==> config.mk <==
export PLATFORM = sky130hd
export DESIGN_NAME = regfile_mp_sb
export DESIGN_NICKNAME = d
export VERILOG_FILES = /design/src/rtl/rv_regfile_pkg.sv /design/src/rtl/regfile_read_port.sv /design/src/rtl/regfile_mp_sb.sv
export SDC_FILE = /design/constraint.sdc
export NUM_CORES = 2
export LEC_CHECK = 0
export CORE_UTILIZATION = 30
export DETAILED_ROUTE_END_ITERATION = 16
export GPL_ROUTABILITY_DRIVEN = 0
export GPL_TIMING_DRIVEN = 0
export PLACE_DENSITY = 0.43
export SETUP_SLACK_MARGIN = 0.02
export SLEW_MARGIN = 20
export SYNTH_ARGS = -nofsm -noshare
export SYNTH_HDL_FRONTEND = slang
export SYNTH_SLANG_ARGS = --single-unit
==> constraint.sdc <==
create_clock -name clock -period 13.1 [get_ports clock]
set_input_delay 2.62 -clock clock [delete_from_list [all_inputs] [get_ports clock]]
set_output_delay 2.62 -clock clock [all_outputs]
set_load 0.02 [all_outputs]
==> src/rtl/rv_regfile_pkg.sv <==
// Shared constants and helpers for the register file, decode and hazard units.
// Defaults here are the baseline RV32 integer register file geometry.
package rv_regfile_pkg;

  localparam int ZERO_IDX      = 0;
  localparam int DEF_WORD_SIZE = 32;
  localparam int DEF_NUM_REGS  = 32;

  // Low bit of port p's field inside a packed multi-port vector.
  function automatic int slice_lo(input int port, input int width);
    return port * width;
  endfunction

endpackage

==> src/rtl/regfile_read_port.sv <==
// One synchronous read port: write bypass, x0 override, rd_en hold and
// the registered pending flag for the addressed register.
module regfile_read_port
  import rv_regfile_pkg::*;
#(
  parameter int WORD_SIZE = DEF_WORD_SIZE,
  parameter int ADDR_W    = 5,
  parameter int ZERO_REG  = 1
) (
  input  logic                 clock,
  input  logic                 reset_n,
  input  logic                 rd_en,
  input  logic [ADDR_W-1:0]    rd_addr,
  input  logic                 wr_commit,
  input  logic [ADDR_W-1:0]    wr_addr,
  input  logic [WORD_SIZE-1:0] wr_data,
  input  logic [WORD_SIZE-1:0] stored_data,
  input  logic                 pend_next,
  output logic [WORD_SIZE-1:0] rd_data,
  output logic                 rd_pending
);

  logic                 is_zero_p0;
  logic [WORD_SIZE-1:0] byp_data_p0;
  logic                 byp_pend_p0;

  // Stage p0: select bypassed data and post-edge pending state
  always_comb begin
    is_zero_p0  = (ZERO_REG != 0) && (rd_addr == ADDR_W'(ZERO_IDX));
    byp_data_p0 = stored_data;
    if (wr_commit && (wr_addr == rd_addr)) byp_data_p0 = wr_data;
    byp_pend_p0 = pend_next;
    if (is_zero_p0) begin
      byp_data_p0 = '0;
      byp_pend_p0 = 1'b0;
    end
  end

  // Stage p1: registered read result, held while rd_en is low
  always_ff @(posedge clock) begin
    if (!reset_n) begin
      rd_data    <= '0;
      rd_pending <= 1'b0;
    end else if (rd_en) begin
      rd_data    <= byp_data_p0;
      rd_pending <= byp_pend_p0;
    end
  end

endmodule

==> src/rtl/regfile_mp_sb.sv <==
// Multi-port GPR file with write-to-read bypass and an integrated
// pending-write scoreboard used by decode for RAW hazard detection.
module regfile_mp_sb
  import rv_regfile_pkg::*;
#(
  parameter int WORD_SIZE    = DEF_WORD_SIZE,
  parameter int NUM_REGS     = DEF_NUM_REGS,
  parameter int ADDR_W       = $clog2(NUM_REGS),
  parameter int NUM_RD_PORTS = 2,
  parameter int ZERO_REG     = 1
) (
  input  logic                              clock,
  input  logic                              reset_n,
  input  logic                              wr_en,
  input  logic [ADDR_W-1:0]                 wr_addr,
  input  logic [WORD_SIZE-1:0]              wr_data,
  input  logic                              rsv_en,
  input  logic [ADDR_W-1:0]                 rsv_addr,
  input  logic [NUM_RD_PORTS-1:0]           rd_en,
  input  logic [NUM_RD_PORTS*ADDR_W-1:0]    rd_addr,
  output logic [NUM_RD_PORTS*WORD_SIZE-1:0] rd_data,
  output logic [NUM_RD_PORTS-1:0]           rd_pending,
  output logic [NUM_REGS-1:0]               pending_mask
);

  logic [WORD_SIZE-1:0] regs [NUM_REGS];
  logic [NUM_REGS-1:0]  pending_q;
  logic [NUM_REGS-1:0]  pending_next;
  logic                 wr_commit;
  logic                 rsv_commit;

  // Stage p0: drop x0 traffic; reservation is applied after the clear so it wins
  always_comb begin
    wr_commit  = wr_en  && !((ZERO_REG != 0) && (wr_addr  == ADDR_W'(ZERO_IDX)));
    rsv_commit = rsv_en && !((ZERO_REG != 0) && (rsv_addr == ADDR_W'(ZERO_IDX)));
    pending_next = pending_q;
    if (wr_commit)  pending_next[wr_addr]  = 1'b0;
    if (rsv_commit) pending_next[rsv_addr] = 1'b1;
  end

  // Stage p1: storage and scoreboard state
  always_ff @(posedge clock) begin
    if (!reset_n) begin
      for (int i = 0; i < NUM_REGS; i++) regs[i] <= '0;
      pending_q <= '0;
    end else begin
      if (wr_commit) regs[wr_addr] <= wr_data;
      pending_q <= pending_next;
    end
  end

  assign pending_mask = pending_q;

  for (genvar p = 0; p < NUM_RD_PORTS; p++) begin : g_rd
    localparam int ALO = slice_lo(p, ADDR_W);
    localparam int DLO = slice_lo(p, WORD_SIZE);

    logic [ADDR_W-1:0] port_addr;
    assign port_addr = rd_addr[ALO +: ADDR_W];

    regfile_read_port #(
      .WORD_SIZE (WORD_SIZE),
      .ADDR_W    (ADDR_W),
      .ZERO_REG  (ZERO_REG)
    ) u_port (
      .clock       (clock),
      .reset_n     (reset_n),
      .rd_en       (rd_en[p]),
      .rd_addr     (port_addr),
      .wr_commit   (wr_commit),
      .wr_addr     (wr_addr),
      .wr_data     (wr_data),
      .stored_data (regs[port_addr]),
      .pend_next   (pending_next[port_addr]),
      .rd_data     (rd_data[DLO +: WORD_SIZE]),
      .rd_pending  (rd_pending[p])
    );
  end

endmodule
==> flow_summary.yaml <==
status:
  outcome: "finished, final reports clean"
grt:
  antenna_found_initial: 43
  grt.met1_usage: 0.380
  use_met2: 0.447
  grt_max_degree: 24
  grt-ovfl-total: 0
  grtUsageMet3: 0.0783
  grt_pass1_wl_um: 378000
  top_usage_layer: "met2"
  grt_pass1_vias: 39500
  grt_usage: 0.291
cells_and_area:
  seqCellArea_um2: 32700
  synthToLayoutAreaGrowth_pct: 20.4
  n_fill_cell: 18600
  drive_gt1_frac: 0.260
  layoutNonFillerInstCount: 7044
  final_nets: 4340
  multi_input_comb_area_um2: 24800
  mostFrequentLayoutCells: "edfxtp_1, and2_1, mux4_2, clkbuf_1, nand2_1"
  final_common_cell: "edfxtp_1"
logic_synthesis:
  ys_seq_area_frac: 0.557
  synthTopCellsByArea: "edfxtp_1, mux4_2, and2_1"
  synth-seq-cells: 1122
  synth_edf_count: 1024
  async_reset_ff_frac: 0
  yosys_warnings: 0
  synth_top_area_cell: "edfxtp_1"
  synth_top_area_frac: 0.523
  synth_ff_type: "edfxtp_1"
  syn_area_um2: 58800
  synth.avg_cell_area_um2: 15.2
  synth_cells: 3878
  synth.distinct_cells: 62
cts:
  cts_resized: 0
  cts.path.max_buffers: 3
  cts_tree: "built"
  clock_sinks: 1122
  htree_num_levels: 4
  numCtsBuffers: 139
  post_cts_buffers: 0
  clk_pin_slew_ns: 0.06
  holdBufCountCts: 0
  clock_latency_ns: 0.82
  cts_root_buffer: "clkbuf_16"
detailed_routing:
  drc: 0
  via_count: 40900
  route.detailed.wl_per_inst_um: 41.3
  routed_via_density: 5.81
  routed_wl_um: 291000
  firstDrtPassIters: 7
  drt-initial-drc-count: 6112
  final_antenna_net_count: 0
setup_path:
  start_kind: "input port"
  critPathBufInv: 5
  critPathArrivalTime_ns: 7.25
  path_cells: "clkdlybuf4s50_1 > buf_2 > buf_2 > buf_2 > xnor2_1 > nand3_1 > buf_2 > o21ai_1 > o21ai_1"
  crit_family: "buffers and inverters"
  required_ns: 13.77
  crit_path_end_kind: "flop"
  crit_type: "input port to flop"
  reg2regPathDepth: 6
  worstPathMaxFanout: 10
  cp_num_cells: 9
  slowest_stage: "clkdlybuf4s50_1"
  cpPeakStageDelay_ns: 0.76
  cp_common_cell: "buf_2"
  rrSetupSlack_ns: 10.66
timing:
  rsz0062_at_grt: "no"
  finClkSkew_ns: 0.0280
  relSlewSlack: 0.114
  fmax_ghz: 0.152
  drv_slew: 0
  fin_setup_tns_ns: 0
  worst_pin_slew_ns: 1.32
  period_minus_slack_ns: 6.58
  post-route-period-util: 0.502
  setup_viol: 0
  hold_viol: 0
worst_hold_path:
  hold_depth: 2
  hold_path_class: "flop to flop"
floorplan:
  ioPinCount: 156
  rows: 162
  initial_utilization: 0.302
  die_height_um: 445
  dieArea_um2: 198000
  die_w_um: 445
  core-area_um2: 195000
placement:
  dp_cells: 6765
  hpwl_um: 211000
  io_buffers: 139
run:
  drv_cap: 0
power:
  ir_drop_uv: 151
  p_per_area_nw_per_um2: 133
  p_leak_nw: 24.0
power breakdown:
group	internal, mW	leakage (nW)	switching, mW
Combinational	0.560	11.3	0.834
Clock	2.17	2.12	1.65
Sequential	4.11	10.6	0.111
final timing paths:
check                                                from                                      end
setup / recovery                               rd_addr[2]   g_rd[0].u_port.rd_data[2]$_SDFFE_PN0P_
hold / removal    g_rd[0].u_port.rd_data[15]$_SDFFE_PN0P_  g_rd[0].u_port.rd_data[15]$_SDFFE_PN0P_
setup reg to reg                regs[31][2]$_SDFFCE_PN0P_   g_rd[0].u_port.rd_data[2]$_SDFFE_PN0P_
hold reg to reg   g_rd[0].u_port.rd_data[15]$_SDFFE_PN0P_  g_rd[0].u_port.rd_data[15]$_SDFFE_PN0P_
layer usage:
layer	part of all wire	up-vias
met5	0.00097	-
li1	-	15700
met1	0.39	21900
met2	0.45	2662
met4	0.056	26
met3	0.10	637
through the flow:
stage | utilization | area (µm²) | total power [mW] | hold WS, ns | setup slack [ns]
finish | 0.363 | 70800 | 9.43 | 0.444 | 6.52
CTS | 0.363 | 70700 | 9.42 | 0.448 | 6.68
detailed placement | 0.341 | 66300 | 5.65 | 0.440 | 5.82
global route | 0.363 | 70700 | 9.62 | 0.463 | 6.73
global placement | 0.326 | 63600 | 5.59 | 0.439 | 1.26
floorplan | - | 58900 | 4.95 | 0.421 | 6.88
synthesized netlist by cell type (all sizes together), types with 6 or more instances:
cell type,number
nor2b,7
edfxtp,1024
nor2,59
o211ai,12
mux4,633
mux2i,59
dfxtp,98
nand3b,6
o21ai,201
and2,1005
clkbuf,300
nand3,26
o21a,9
a21oi,16
nand2,218
xor2,6
buf,113
cell type report:
type,count,area share
flip-flops and latches,1122,0.462
multi-input cells,2369,0.351
repair buffers,232,0.0523
clock buffers,201,0.0556
inverters,5,0.000265
clock inverters,51,0.00564
plain buffers,413,0.0256
well taps,2624,0.0464
diodes,27,0.000955
kinds of logic (layout without fill, tap and decap cells):
| family | Yosys count | count (layout) | synth area share |
|---|---|---|---|
| AND/OR/NAND/NOR | 1358 | 1358 | 0.133 |
| flip-flops | 1122 | 1122 | 0.557 |
| XOR/XNOR | 10 | 10 | 0.00149 |
| buffers and inverters | 418 | 902 | 0.0295 |
| multiplexers | 695 | 695 | 0.253 |
| AO/OA/AOI/OAI | 274 | 274 | 0.0263 |
| other | 1 | 59 | 0.0000638 |
tightest hold or removal path, cell delays in order (launching register included):
cell and delay, ns:
dfxtp_1 0.31, nand2_1 0.05, o21ai_1 0.05
registers in the layout, indices dropped and copies added, names as in the netlist:
register,flops
regs,1024
g_rd.u_port.rd_pending,2
pending_mask,32
g_rd.u_port.rd_data,64
(Power assumes the default switching activity.)
